==> src/rtl/apb_arbiter_pkg.sv <==
// ---------------------------------------------------------------------------
// apb_arbiter_pkg
//
// Purpose : Shared definitions for the APB bus arbiter: the FSM state
//           encoding, the fixed APB data width and a helper that sizes
//           master index fields.
//
// Contents:
//   state_e     - arbiter FSM states (IDLE/SETUP/ACCESS/RESP)
//   APB_DATA_W  - width of PWDATA/PRDATA and of every master data slice
//   idxWidth()  - bits needed to hold a master index (never less than 1)
// ---------------------------------------------------------------------------
package apb_arbiter_pkg;

   typedef enum logic [1:0] {
      ST_IDLE   = 2'd0,
      ST_SETUP  = 2'd1,
      ST_ACCESS = 2'd2,
      ST_RESP   = 2'd3
   } state_e;

   localparam int APB_DATA_W = 8;

   // A single master still needs a one-bit index so that every index
   // signal has a legal, non-zero width.
   function automatic int idxWidth(input int n);
      return (n > 1) ? $clog2(n) : 1;
   endfunction

endpackage

==> src/rtl/rr_priority_picker.sv <==
// ---------------------------------------------------------------------------
// rr_priority_picker
//
// Purpose : Purely combinational winner selection for the APB arbiter.
//           With APB_ARBITER_ROUND_ROBIN_EN defined the search starts one
//           past the previously granted master and wraps around; otherwise
//           it is a lowest-set-bit encoder (fixed priority, master 0 first).
//
// Macro   : APB_ARBITER_ROUND_ROBIN_EN (defined = round robin,
//           undefined = fixed priority, last_i port removed)
//
// Ports:
//   req_i        in   MASTER_COUNT  request vector (one bit per master)
//   last_i       in   IDX_W         most recently granted index (RR only)
//   grant_o      out  MASTER_COUNT  one-hot winner, all zero if no request
//   grant_idx_o  out  IDX_W         binary index of the winner
// ---------------------------------------------------------------------------
module rr_priority_picker #(
   parameter int MASTER_COUNT = 2,
   parameter int IDX_W        = 1
) (
   input  logic [MASTER_COUNT-1:0] req_i,
`ifdef APB_ARBITER_ROUND_ROBIN_EN
   input  logic [IDX_W-1:0]        last_i,
`endif
   output logic [MASTER_COUNT-1:0] grant_o,
   output logic [IDX_W-1:0]        grant_idx_o
);

`ifdef APB_ARBITER_ROUND_ROBIN_EN

   // The candidate is one bit wider than an index so that last_i+offset can
   // reach 2*MASTER_COUNT-1 without overflowing before it is wrapped back.
   localparam int CW = IDX_W + 1;

   logic [CW-1:0] cand;
   logic          found;

   // Walk the masters in round-robin order starting at last_i+1 (offset 1)
   // and ending at last_i itself (offset MASTER_COUNT), so the previous
   // winner gets the lowest priority. The first asserted request wins.
   always_comb begin
      grant_o     = '0;
      grant_idx_o = '0;
      found       = 1'b0;
      cand        = '0;
      for (int off = 1; off <= MASTER_COUNT; off++) begin
         cand = {1'b0, last_i} + CW'(off);
         if (cand >= CW'(MASTER_COUNT)) begin
            cand = cand - CW'(MASTER_COUNT);
         end
         if (!found && req_i[cand[IDX_W-1:0]]) begin
            found                       = 1'b1;
            grant_o[cand[IDX_W-1:0]]    = 1'b1;
            grant_idx_o                 = cand[IDX_W-1:0];
         end
      end
   end

`else

   // Fixed priority: scan from the top index down so that the lowest
   // asserted request is the last one written and therefore wins.
   always_comb begin
      grant_o     = '0;
      grant_idx_o = '0;
      for (int i = MASTER_COUNT - 1; i >= 0; i--) begin
         if (req_i[i]) begin
            grant_o     = '0;
            grant_o[i]  = 1'b1;
            grant_idx_o = IDX_W'(i);
         end
      end
   end

`endif

endmodule

==> src/rtl/apb_arbiter.sv <==
// ---------------------------------------------------------------------------
// apb_arbiter
//
// Purpose : Shares one APB2 slave bus between MASTER_COUNT APB3-style
//           masters. A winner is chosen in IDLE, its address, direction and
//           write data are latched, and the transfer is replayed on the slave
//           bus as a fixed SETUP/ACCESS pair. The slave read data captured at
//           the end of ACCESS is returned to the winner together with a
//           one-cycle m_pready strobe in RESP. One transfer every 4 cycles.
//
// Macro   : APB_ARBITER_ROUND_ROBIN_EN (defined = round robin arbitration,
//           undefined = fixed priority, lowest index wins)
//
// Parameters:
//   MASTER_COUNT  number of masters, 1..8
//   ADDR_BYTES    APB address width in bytes
//
// Ports:
//   clk        in   1                      system clock, rising edge
//   rst        in   1                      synchronous reset, active low
//   m_paddr    in   MASTER_COUNT*ADDR_W    per-master address, slice i
//   m_psel     in   MASTER_COUNT           per-master request
//   m_penable  in   MASTER_COUNT           per-master access phase (ignored)
//   m_pwrite   in   MASTER_COUNT           per-master direction, 1 = write
//   m_pwdata   in   MASTER_COUNT*8         per-master write data
//   m_prdata   out  MASTER_COUNT*8         per-master read data (in RESP)
//   m_pready   out  MASTER_COUNT           per-master completion strobe
//   PADDR      out  ADDR_W                 slave address
//   PSEL       out  1                      slave select
//   PENABLE    out  1                      slave access phase
//   PWRITE     out  1                      slave direction
//   PWDATA     out  8                      slave write data
//   PRDATA     in   8                      slave read data
// ---------------------------------------------------------------------------
module apb_arbiter
   import apb_arbiter_pkg::*;
#(
   parameter int MASTER_COUNT = 2,
   parameter int ADDR_BYTES   = 1
) (
   input  logic                                clk,
   input  logic                                rst,
   input  logic [MASTER_COUNT*ADDR_BYTES*8-1:0] m_paddr,
   input  logic [MASTER_COUNT-1:0]             m_psel,
   input  logic [MASTER_COUNT-1:0]             m_penable,
   input  logic [MASTER_COUNT-1:0]             m_pwrite,
   input  logic [MASTER_COUNT*8-1:0]           m_pwdata,
   output logic [MASTER_COUNT*8-1:0]           m_prdata,
   output logic [MASTER_COUNT-1:0]             m_pready,
   output logic [ADDR_BYTES*8-1:0]             PADDR,
   output logic                                PSEL,
   output logic                                PENABLE,
   output logic                                PWRITE,
   output logic [7:0]                          PWDATA,
   input  logic [7:0]                          PRDATA
);

   localparam int ADDR_W = ADDR_BYTES * 8;
   localparam int IDX_W  = idxWidth(MASTER_COUNT);

   state_e                   state_q, state_d;
   logic [MASTER_COUNT-1:0]  grant_q;
   logic [ADDR_W-1:0]        addr_q;
   logic                     write_q;
   logic [APB_DATA_W-1:0]    wdata_q;
   logic [APB_DATA_W-1:0]    rdata_q;
`ifdef APB_ARBITER_ROUND_ROBIN_EN
   logic [IDX_W-1:0]         last_q;
`endif

   logic [MASTER_COUNT-1:0]  pickGrant;
   logic [IDX_W-1:0]         pickIdx;
   logic                     arbitrate;
   logic [ADDR_W-1:0]        selAddr;
   logic                     selWrite;
   logic [APB_DATA_W-1:0]    selWdata;
   logic                     penable_unused;

   // Masters still drive an access phase, but the slave-side phases are
   // generated here from the FSM, so the master's own PENABLE carries no
   // information for the arbiter.
   assign penable_unused = ^m_penable;

   // With a single master there is nothing to arbitrate: the only master is
   // always the winner and no pointer is kept.
   generate
      if (MASTER_COUNT == 1) begin : g_single
         assign pickGrant = 1'b1;
         assign pickIdx   = '0;
      end else begin : g_multi
         rr_priority_picker #(
            .MASTER_COUNT (MASTER_COUNT),
            .IDX_W        (IDX_W)
         ) u_picker (
            .req_i        (m_psel),
`ifdef APB_ARBITER_ROUND_ROBIN_EN
            .last_i       (last_q),
`endif
            .grant_o      (pickGrant),
            .grant_idx_o  (pickIdx)
         );
      end
   endgenerate

   // Arbitration happens only in IDLE; requests seen in any other state
   // simply wait, because the masters hold them until their m_pready.
   assign arbitrate = (state_q == ST_IDLE) && (|m_psel);

   // Route the winner's transfer attributes to the latch inputs.
   assign selAddr  = m_paddr[int'(pickIdx)*ADDR_W +: ADDR_W];
   assign selWrite = m_pwrite[pickIdx];
   assign selWdata = m_pwdata[int'(pickIdx)*APB_DATA_W +: APB_DATA_W];

   // State register. Reset is synchronous and may cut a transfer short in
   // any state; the slave simply never sees the ACCESS phase completed.
   always_ff @(posedge clk) begin
      if (!rst) begin
         state_q <= ST_IDLE;
      end else begin
         state_q <= state_d;
      end
   end

   // Next-state logic: the only decision point is IDLE, every other state
   // advances unconditionally, which fixes the 4-cycle transfer length.
   always_comb begin
      state_d = state_q;
      unique case (state_q)
         ST_IDLE:   if (|m_psel) state_d = ST_SETUP;
         ST_SETUP:  state_d = ST_ACCESS;
         ST_ACCESS: state_d = ST_RESP;
         ST_RESP:   state_d = ST_IDLE;
         default:   state_d = ST_IDLE;
      endcase
   end

   // Transfer registers. The winner's request is captured once at grant so
   // the slave bus stays stable even if the master misbehaves afterwards.
   // Slave read data is captured at the end of every ACCESS cycle, writes
   // included, so the returned m_prdata is always the slave's last answer.
   always_ff @(posedge clk) begin
      if (!rst) begin
         grant_q <= '0;
         addr_q  <= '0;
         write_q <= 1'b0;
         wdata_q <= '0;
         rdata_q <= '0;
`ifdef APB_ARBITER_ROUND_ROBIN_EN
         last_q  <= IDX_W'(MASTER_COUNT - 1);
`endif
      end else begin
         if (arbitrate) begin
            grant_q <= pickGrant;
            addr_q  <= selAddr;
            write_q <= selWrite;
            wdata_q <= selWdata;
`ifdef APB_ARBITER_ROUND_ROBIN_EN
            last_q  <= pickIdx;
`endif
         end
         if (state_q == ST_ACCESS) begin
            rdata_q <= PRDATA;
         end
      end
   end

   // Output decode. Slave controls follow the state directly; the master
   // side only ever shows the granted master's strobe and data in RESP so
   // that all other m_prdata slices read as zero.
   always_comb begin
      PSEL     = (state_q == ST_SETUP) || (state_q == ST_ACCESS);
      PENABLE  = (state_q == ST_ACCESS);
      PWRITE   = write_q && ((state_q == ST_SETUP) || (state_q == ST_ACCESS));
      PADDR    = addr_q;
      PWDATA   = wdata_q;
      m_pready = '0;
      m_prdata = '0;
      if (state_q == ST_RESP) begin
         m_pready = grant_q;
         for (int i = 0; i < MASTER_COUNT; i++) begin
            if (grant_q[i]) begin
               m_prdata[i*APB_DATA_W +: APB_DATA_W] = rdata_q;
            end
         end
      end
   end

endmodule

==> config.mk <==
export PLATFORM = sky130hd
export DESIGN_NAME = apb_arbiter
export DESIGN_NICKNAME = d
export VERILOG_FILES = /design/src/rtl/apb_arbiter_pkg.sv /design/src/rtl/rr_priority_picker.sv /design/src/rtl/apb_arbiter.sv
export SDC_FILE = /design/constraint.sdc
export NUM_CORES = 1
export LEC_CHECK = 0
export CAP_MARGIN = 30
export CORE_MARGIN = 2
export CORE_UTILIZATION = 41
export CTS_BUF_LIST = sky130_fd_sc_hd__clkbuf_8
export CTS_CLUSTER_DIAMETER = 30
export CTS_CLUSTER_SIZE = 12
export DETAILED_ROUTE_END_ITERATION = 8
export PLACE_DENSITY = 0.88
export SYNTH_ARGS = -nofsm -noshare
export SYNTH_HDL_FRONTEND = slang
export SYNTH_SLANG_ARGS = --single-unit
==> constraint.sdc <==
create_clock -name clk -period 3.7 [get_ports clk]
set_clock_uncertainty 0.1 [all_clocks]
set_input_delay 0.74 -clock clk [delete_from_list [all_inputs] [get_ports clk]]
set_output_delay 0.74 -clock clk [all_outputs]
set_load 0.01 [all_outputs]
==> After elaboration in Yosys (flattened, before gate mapping) <==
Cells that the tools add are included.
{ "totals": {"reg_bits": 29, "in_bits": 48, "word_cells": 30} }
{ "op_classes": {"magnitude_cmp": 1, "eq_ne": 4, "shift": 2, "mux": 12, "n_reduce_logical": 5} }
{ "ops": {"columns": ["op", "count"], "rows": [
  ["$shiftx A16 B5 Y8", 2],
  ["$mux W16", 1],
  ["$mux W8", 2],
  ["$mux W2", 4],
  ["$pmux W2 S4", 1],
  ["$eq A2 B2 Y1 const B", 2],
  ["$mux W1", 4],
  ["$eq A2 B1 Y1 const B", 1],
  ["$logic_and A1 B1 Y1", 2],
  ["$logic_not A2 Y1", 1],
  ["$lt A1 B2 Y1 const B", 1],
  ["$ne A2 B1 Y1 const B", 1],
  ["$reduce_or A2 Y1", 1],
  ["$logic_or A1 B1 Y1", 1]
]} }

==> Longest topological paths before layout <==
Gate-level depths: netlist (run 1).
{ "logic_depth": {"ltp_word": 4, "mapped_depth": 6, "depth_no_buf": 5} }

==> Modules after synthesis <==
Synthesis (run 1) repeated with hierarchy kept, for this count alone.
{ "hier_totals": {"cells_unflattened": 174, "area_unflattened_um2": 1819.2} }
{ "modules_own_cells": {"columns": ["mod", "n_inst", "cells_each", "area_each_um2", "seq_area_each_um2"], "rows": [
  ["apb_arbiter", 1, 171, 1790.5, 580.6],
  ["rr_priority_picker", 1, 3, 28.8, 0.0]
]} }

==> Least setup slack after synthesis (run 1) <==
OpenSTA, ideal clock, no wires.
{ "synth_path": {"kind": "register to output", "start": "reg state_q[1]", "end": "out m_prdata[10]", "t_arrival_ps": 1046, "required_ps": 2860, "setup_slack_ps": 1814, "path_stages_with_launch": 4, "cell_sequence": "dfxtp_1 -> ha_1 -> clkbuf_1 -> and3_1"} }
{ "synth_between": {"elab_chain_len": 2} }
{ "synth_lines": {"columns": ["element", "line_no", "source"], "rows": [
  ["from (decl)", "apb_arbiter.sv:61", "state_e state_q, state_d;"],
  ["from (signal assigned)", "apb_arbiter.sv:120", "state_q <= state_d;"],
  ["$eq A2 B2 Y1", "apb_arbiter.sv:178", "if (state_q == ST_RESP) begin"],
  ["$mux W16", "apb_arbiter.sv:178", null],
  ["to (decl)", "apb_arbiter.sv:48", "output logic [MASTER_COUNT*8-1:0] m_prdata,"]
]} }
Every way passes these cells.

==> Final worst setup path (run 1) <==
{ "layout_path": {"start": "reg state_q[1]", "end": "out m_prdata[7]"} }
The elaborated chain is that of the path after synthesis.

==> results.yml, run 1 <==
run_status:
  outcome: "finished clean"
final_layout:
  final_common_cell: "clkdlybuf4s50_1"
  final_cell_mix: "82 x clkdlybuf4s50_1, 39 x nand2_1, 29 x dfxtp_1"
  area_growth_pct: 65.23
  seq_area_um2: 580.6
  design_area_um2: 2301
  diodes: 0
  fin_nets: 301
  n_fill_cell: 301
  fin_cells: 294
  multiInputGateArea_um2: 737.0
  drive_gt1_share_pct: 3.629
clock_network:
  numCtsBuffers: 5
  cts_hold_buf: 0
  post_cts_resized: 0
  clkSinkCount: 29
  cts_tree: "yes"
  worstSkewPairLatency_ns: 0.28
  cts_buffer_depth: 2
  clkTransAtPathRegs_ns: 0.06
  htreeDepth: 2
  cts-root-buf: "clkbuf_8"
  postCtsSetupBuffers: 0
die:
  fp-row-count: 21
  dieArea_um2: 3879
  ios: 85
  core_area_um2: 3311
  die_y_um: 62.28
  start_util_pct: 42.06
  die_w_um: 62.28
place:
  io_buffers: 82
  dp_hpwl_mm: 2.546
  gp_congestion: 0.7200
  dpl_worst_slack_ns: 1.260
  dp_cells: 286
  place_area_um2: 2218
sta:
  fin_tns_setup_ns: 0
  final_max_slew_viol_count: 0
  setup_ws_ns: 0.9505
  slew_headroom_pct: 45.12
  fin_crit_ns: 2.749
  setup_viol: 0
  fmax_mhz: 363.7
  whs_ns: 0.4271
  period_share_pct: 74.31
  hold_viol: 0
  worst_pin_slew_ns: 0.8206
  rsz0062_at_grt: "false"
critical_path:
  cp-end-kind: "output pin"
  ff2ff_path_depth: 6
  cp-start-kind: "flip-flop"
  endpoint: "m_prdata[7]"
  reg2reg_setup_slack_ns: 2.05
  crit_type: "reg2out"
  cp.arrival_ns: 1.91
  critPathMaxFanout: 16
  r2r_start: "state_q[0]"
  required_ns: 2.86
  r2r_end: "PADDR[7]"
  crit_path_start: "state_q[1]"
logic_synthesis:
  avgSynthCellArea_um2: 8.289
  syn_area_um2: 1393
  synth_seq_cells: 29
  yosysSeqAreaShare_pct: 41.69
  synth_cells: 168
  syn-num-nets: 222
  ys_async_sr_fraction_pct: 0
  ys_types: 22
  synth_warnings: 0
  synthFlopType: "dfxtp_1"
  synth_enable_flop_cells: 0
routing:
  first_iter_violations: 35
  drc: 0
  ant_nets: 0
  dr.pass1.iters: 2
  post_drt_wl_per_cell_um: 12.13
  avgViaCountPerCell: 4.857
  wirelength_mm: 3.567
  vias: 1428
pwr:
  ir_drop_v: 0.0003214
  p_per_area_nw_per_um2: 559.4
  leakage_nw: 0.9553
global_routing:
  grt_util_met1_pct: 21.97
  grt_first_pass_wirelength_mm: 6.099
  busiest_layer: "met2"
  grt_util_met3_pct: 7.790
  grt.met2_usage_pct: 34.24
  gr-usage-all-layers_pct: 19.71
  grt_pass1_vias: 1339
  grt-ovfl-total: 0
  antenna_found_initial: 0
  grt_max_degree: 35
worst_hold_path:
  hp-class: "reg2reg"
  hold_path_depth: 2
flow_run:
  max_cap_violations: 0
-- layout make-up --
| class | count | area share [%] |
|---|---|---|
| Timing Repair Buffer | 84 | 36.32 |
| Multi-Input combinational cell | 125 | 32.03 |
| Sequential cell | 29 | 25.23 |
| Clock buffer | 5 | 2.991 |
| Tap cell | 46 | 2.501 |
| Clock inverter | 3 | 0.5982 |
| Inverter | 2 | 0.3263 |
-- through the flow --
step | power, mW | utilization (%)
3_5_place_dp | 1.049 | 67.01
2_1_floorplan | 0.7832 | -
3_3_place_gp | 1.033 | 67.01
4_1_cts | 1.299 | 69.50
5_1_grt | 1.373 | 69.50
6_report | 1.287 | 69.50
-- synth_stat cells, types with 2 or more instances --
cell | count | area [um2]
buf_2 | 6 | 30.03
inv_1 | 2 | 7.510
dfxtp_1 | 29 | 580.6
nor2_1 | 2 | 7.510
mux2i_1 | 9 | 90.09
buf_4 | 2 | 15.01
ha_1 | 6 | 75.07
and2_1 | 3 | 18.77
nor2b_1 | 10 | 62.56
clkbuf_1 | 3 | 11.26
nand2_1 | 39 | 146.4
o21ai_1 | 6 | 30.03
and3_1 | 16 | 100.1
a31oi_1 | 17 | 106.4
o21ai_0 | 11 | 55.05
-- state kept, by name, summed over array words and instances (netlist names) --
| signal | flops |
|---|---|
| rdata_q | 8 |
| state_q | 2 |
| grant_q | 2 |
| write_q | 1 |
| PADDR | 8 |
| PWDATA | 8 |
-- worst max-delay path: stages (launching register included) --
cell and delay [ns]:
dfxtp_1 0.43, ha_1 0.43, and3_1 0.22, clkdlybuf4s50_1 0.54
-- worst min-delay path by stage --
stage                           from    endpoint
after global routing        PADDR[1]    PADDR[1]
final                       PADDR[0]    PADDR[0]
after detailed placement    PADDR[1]    PADDR[1]
after floorplan           rdata_q[4]  rdata_q[4]
after CTS                   PADDR[1]    PADDR[1]
after global placement    rdata_q[0]  rdata_q[0]
-- report_power, final --
part           total, mW  internal, mW  switching, mW
clock network      0.248         0.127          0.121
logic              0.556         0.299          0.256
registers          0.484         0.415         0.0691
-- logic make-up after synthesis --
kind of cell	share of synthesized area, %
AOI/OAI and AO/OA	15.90
DFF	41.69
adders and majority gates	5.391
buffers and inverters	5.391
muxes	6.469
and+or+nand+nor	25.16
-- metal layers --
metal  wire, um  vias to the layer above
li1           -                      736
met3        299                        5
met4         48                        0
met1       1515                      630
met5          0                        -
met2       1703                       57
No activity file was read; power rests on OpenSTA's default activity.
==> run 2, diff against run 1 <==
--- a/config.mk
+++ b/config.mk
@@ -7,12 +7,12 @@
 export LEC_CHECK = 0
 export CAP_MARGIN = 30
 export CORE_MARGIN = 2
-export CORE_UTILIZATION = 41
+export CORE_UTILIZATION = 34
 export CTS_BUF_LIST = sky130_fd_sc_hd__clkbuf_8
 export CTS_CLUSTER_DIAMETER = 30
 export CTS_CLUSTER_SIZE = 12
 export DETAILED_ROUTE_END_ITERATION = 8
-export PLACE_DENSITY = 0.88
+export PLACE_DENSITY = 0.77
 export SYNTH_ARGS = -nofsm -noshare
 export SYNTH_HDL_FRONTEND = slang
 export SYNTH_SLANG_ARGS = --single-unit
==> constraint.sdc (replaced) <==
create_clock -name clk -period 2.45 [get_ports clk]
set_clock_uncertainty 0.1 [all_clocks]
set_input_delay 0.49 -clock clk [delete_from_list [all_inputs] [get_ports clk]]
set_output_delay 0.49 -clock clk [all_outputs]
set_load 0.01 [all_outputs]
==> run 2 against run 1 <==
Global-route usage down 3.9 points. Critical path type unchanged. Routed wire length up 0.31%. Final area up 2.4%. Critical endpoint is now PWRITE. Die area up 19%. Largest cell class unchanged. Clock power up 74%. Hold slack worse by 0.013 ns. Cell count up 2.0%. Clock-buffer cell count up 2. Via count down 1.3%.
==> results.yml, run 2 (synthesized netlist as in run 1, its figures left out) <==
clock_network:
  postCtsSetupBuffers: 0
  numCtsBuffers: 5
  post_cts_resized: 1
  clkTransAtPathRegs_ns: 0.06
  cts_buffer_depth: 2
  cts_hold_buf: 0
  clkSinkCount: 29
  cts-root-buf: "clkbuf_8"
  cts_tree: "yes"
  htreeDepth: 2
  worstSkewPairLatency_ns: 0.28
global_routing:
  grt_max_degree: 30
  grt_first_pass_wirelength_mm: 5.451
  gr-usage-all-layers_pct: 15.84
  grt_pass1_vias: 1222
  grt-ovfl-total: 0
  antenna_found_initial: 0
pwr:
  power_frac_seq_pct: 36.1
  p_comb_share_pct: 42.8
  power.switching_mw: 0.6721
  leakage_nw: 0.9723
  ir_drop_v: 0.0004461
  p_per_area_nw_per_um2: 863.3
  finalPower_mw: 2.035
  p_sw_share_pct: 33.03
  intPower_mw: 1.363
  clkPwrFrac_pct: 21.2
routing:
  dr.pass1.iters: 4
  ant_nets: 0
  vias: 1410
  drc: 0
  post_drt_wl_per_cell_um: 11.93
  avgViaCountPerCell: 4.700
  first_iter_violations: 26
  wirelength_mm: 3.578
sta:
  fin_tns_setup_ns: 0
  whs_ns: 0.4142
  final_max_slew_viol_count: 0
  hold_viol: 0
  period_share_pct: 95.02
  rsz0062_at_grt: "false"
  slew_headroom_pct: 67.91
  fmax_mhz: 429.6
  fin_crit_ns: 2.328
  worst_pin_slew_ns: 0.4814
  setup_ws_ns: 0.1221
  setup_viol: 0
final_layout:
  design_area_um2: 2357
  diodes: 0
  fin_nets: 303
  fin_cells: 300
  utilization_pct: 59.36
  drive_gt1_share_pct: 6.000
  final_common_cell: "clkdlybuf4s50_1"
  area_growth_pct: 69.27
  final_cell_mix: "82 x clkdlybuf4s50_1, 39 x nand2_1, 27 x dfxtp_1"
critical_path:
  crit_cells: 4
  max_stage_delay_ns: 0.54
  cp-start-kind: "flip-flop"
  path_buf_inv: 2
  crit_path_cell_trace: "inv_1 > ha_1 > and2_1 > clkdlybuf4s50_1"
  cp.arrival_ns: 1.74
  cp-end-kind: "output pin"
  crit_type: "reg2out"
  required_ns: 1.86
  cp_slowest_cell: "clkdlybuf4s50_1"
  ff2ff_path_depth: 6
  crit_family: "buffers and inverters"
  critPathMaxFanout: 4
place:
  place_area_um2: 2251
  gp_congestion: 0.7403
  dp_cells: 292
  dp_hpwl_mm: 2.608
  dpl_worst_slack_ns: 0.3006
  io_buffers: 82
die:
  ios: 85
  die_w_um: 68
  dieArea_um2: 4624
  core_area_um2: 3971
  start_util_pct: 35.07
  fp-row-count: 23
  die_y_um: 68
flow_run:
  max_cap_violations: 0
worst_hold_path:
  hold_path_depth: 2
  hp-class: "reg2reg"
run_status:
  outcome: "finished clean"
[run 2: layout make-up]
class / instances / area [um2]
Sequential cell: 29 / 583.1
Timing Repair Buffer: 86 / 863.3
Tap cell: 50 / 62.56
Fill cell: 404 / 1614
Multi-Input combinational cell: 125 / 739.5
Inverter: 2 / 7.507
Clock buffer: 7 / 96.34
Clock inverter: 1 / 5.005
[run 2: final timing paths]
kind,endpoint,startpoint,slack [ns]
hold reg to reg,PADDR[6],PADDR[6],0.41
setup reg to reg,PWDATA[0],state_q[0],0.81
hold / removal,PADDR[6],PADDR[6],0.41
setup / recovery,PWRITE,state_q[0],0.12
[run 2: power groups by stage]
stage                     Combinational, mW  Sequential (mW)  Clock, mW
after floorplan                       0.420            0.763          0
after global placement                0.868            0.732          0
after detailed placement              0.881            0.738          0
after CTS                             0.884            0.730      0.444
after global routing                  0.968            0.757      0.459
final                                 0.871            0.734      0.431
[run 2: worst min-delay path, cell delays in order, from the launching register on]
cell	delay (ns)
dfxtp_1	0.31
o21ai_1	0.12
a31oi_1	0.04
[run 2: metal layers]
layer	part of all wire [%]	up-vias	global-route usage [%]
met2	45	62	25.24
met4	2.0	0	9.250
met3	12	9	6.250
met1	41	599	17.84
met5	0	-	0
li1	-	740	-
==> run 3, diff against run 2 <==
--- a/config.mk
+++ b/config.mk
@@ -5,6 +5,7 @@
 export SDC_FILE = /design/constraint.sdc
 export NUM_CORES = 1
 export LEC_CHECK = 0
+export ABC_CLOCK_PERIOD_IN_PS = 2450
 export CAP_MARGIN = 30
 export CORE_MARGIN = 2
 export CORE_UTILIZATION = 34
==> results of run 3 <==
No change in the layout: final DEF, timing and power equal those of run 2.
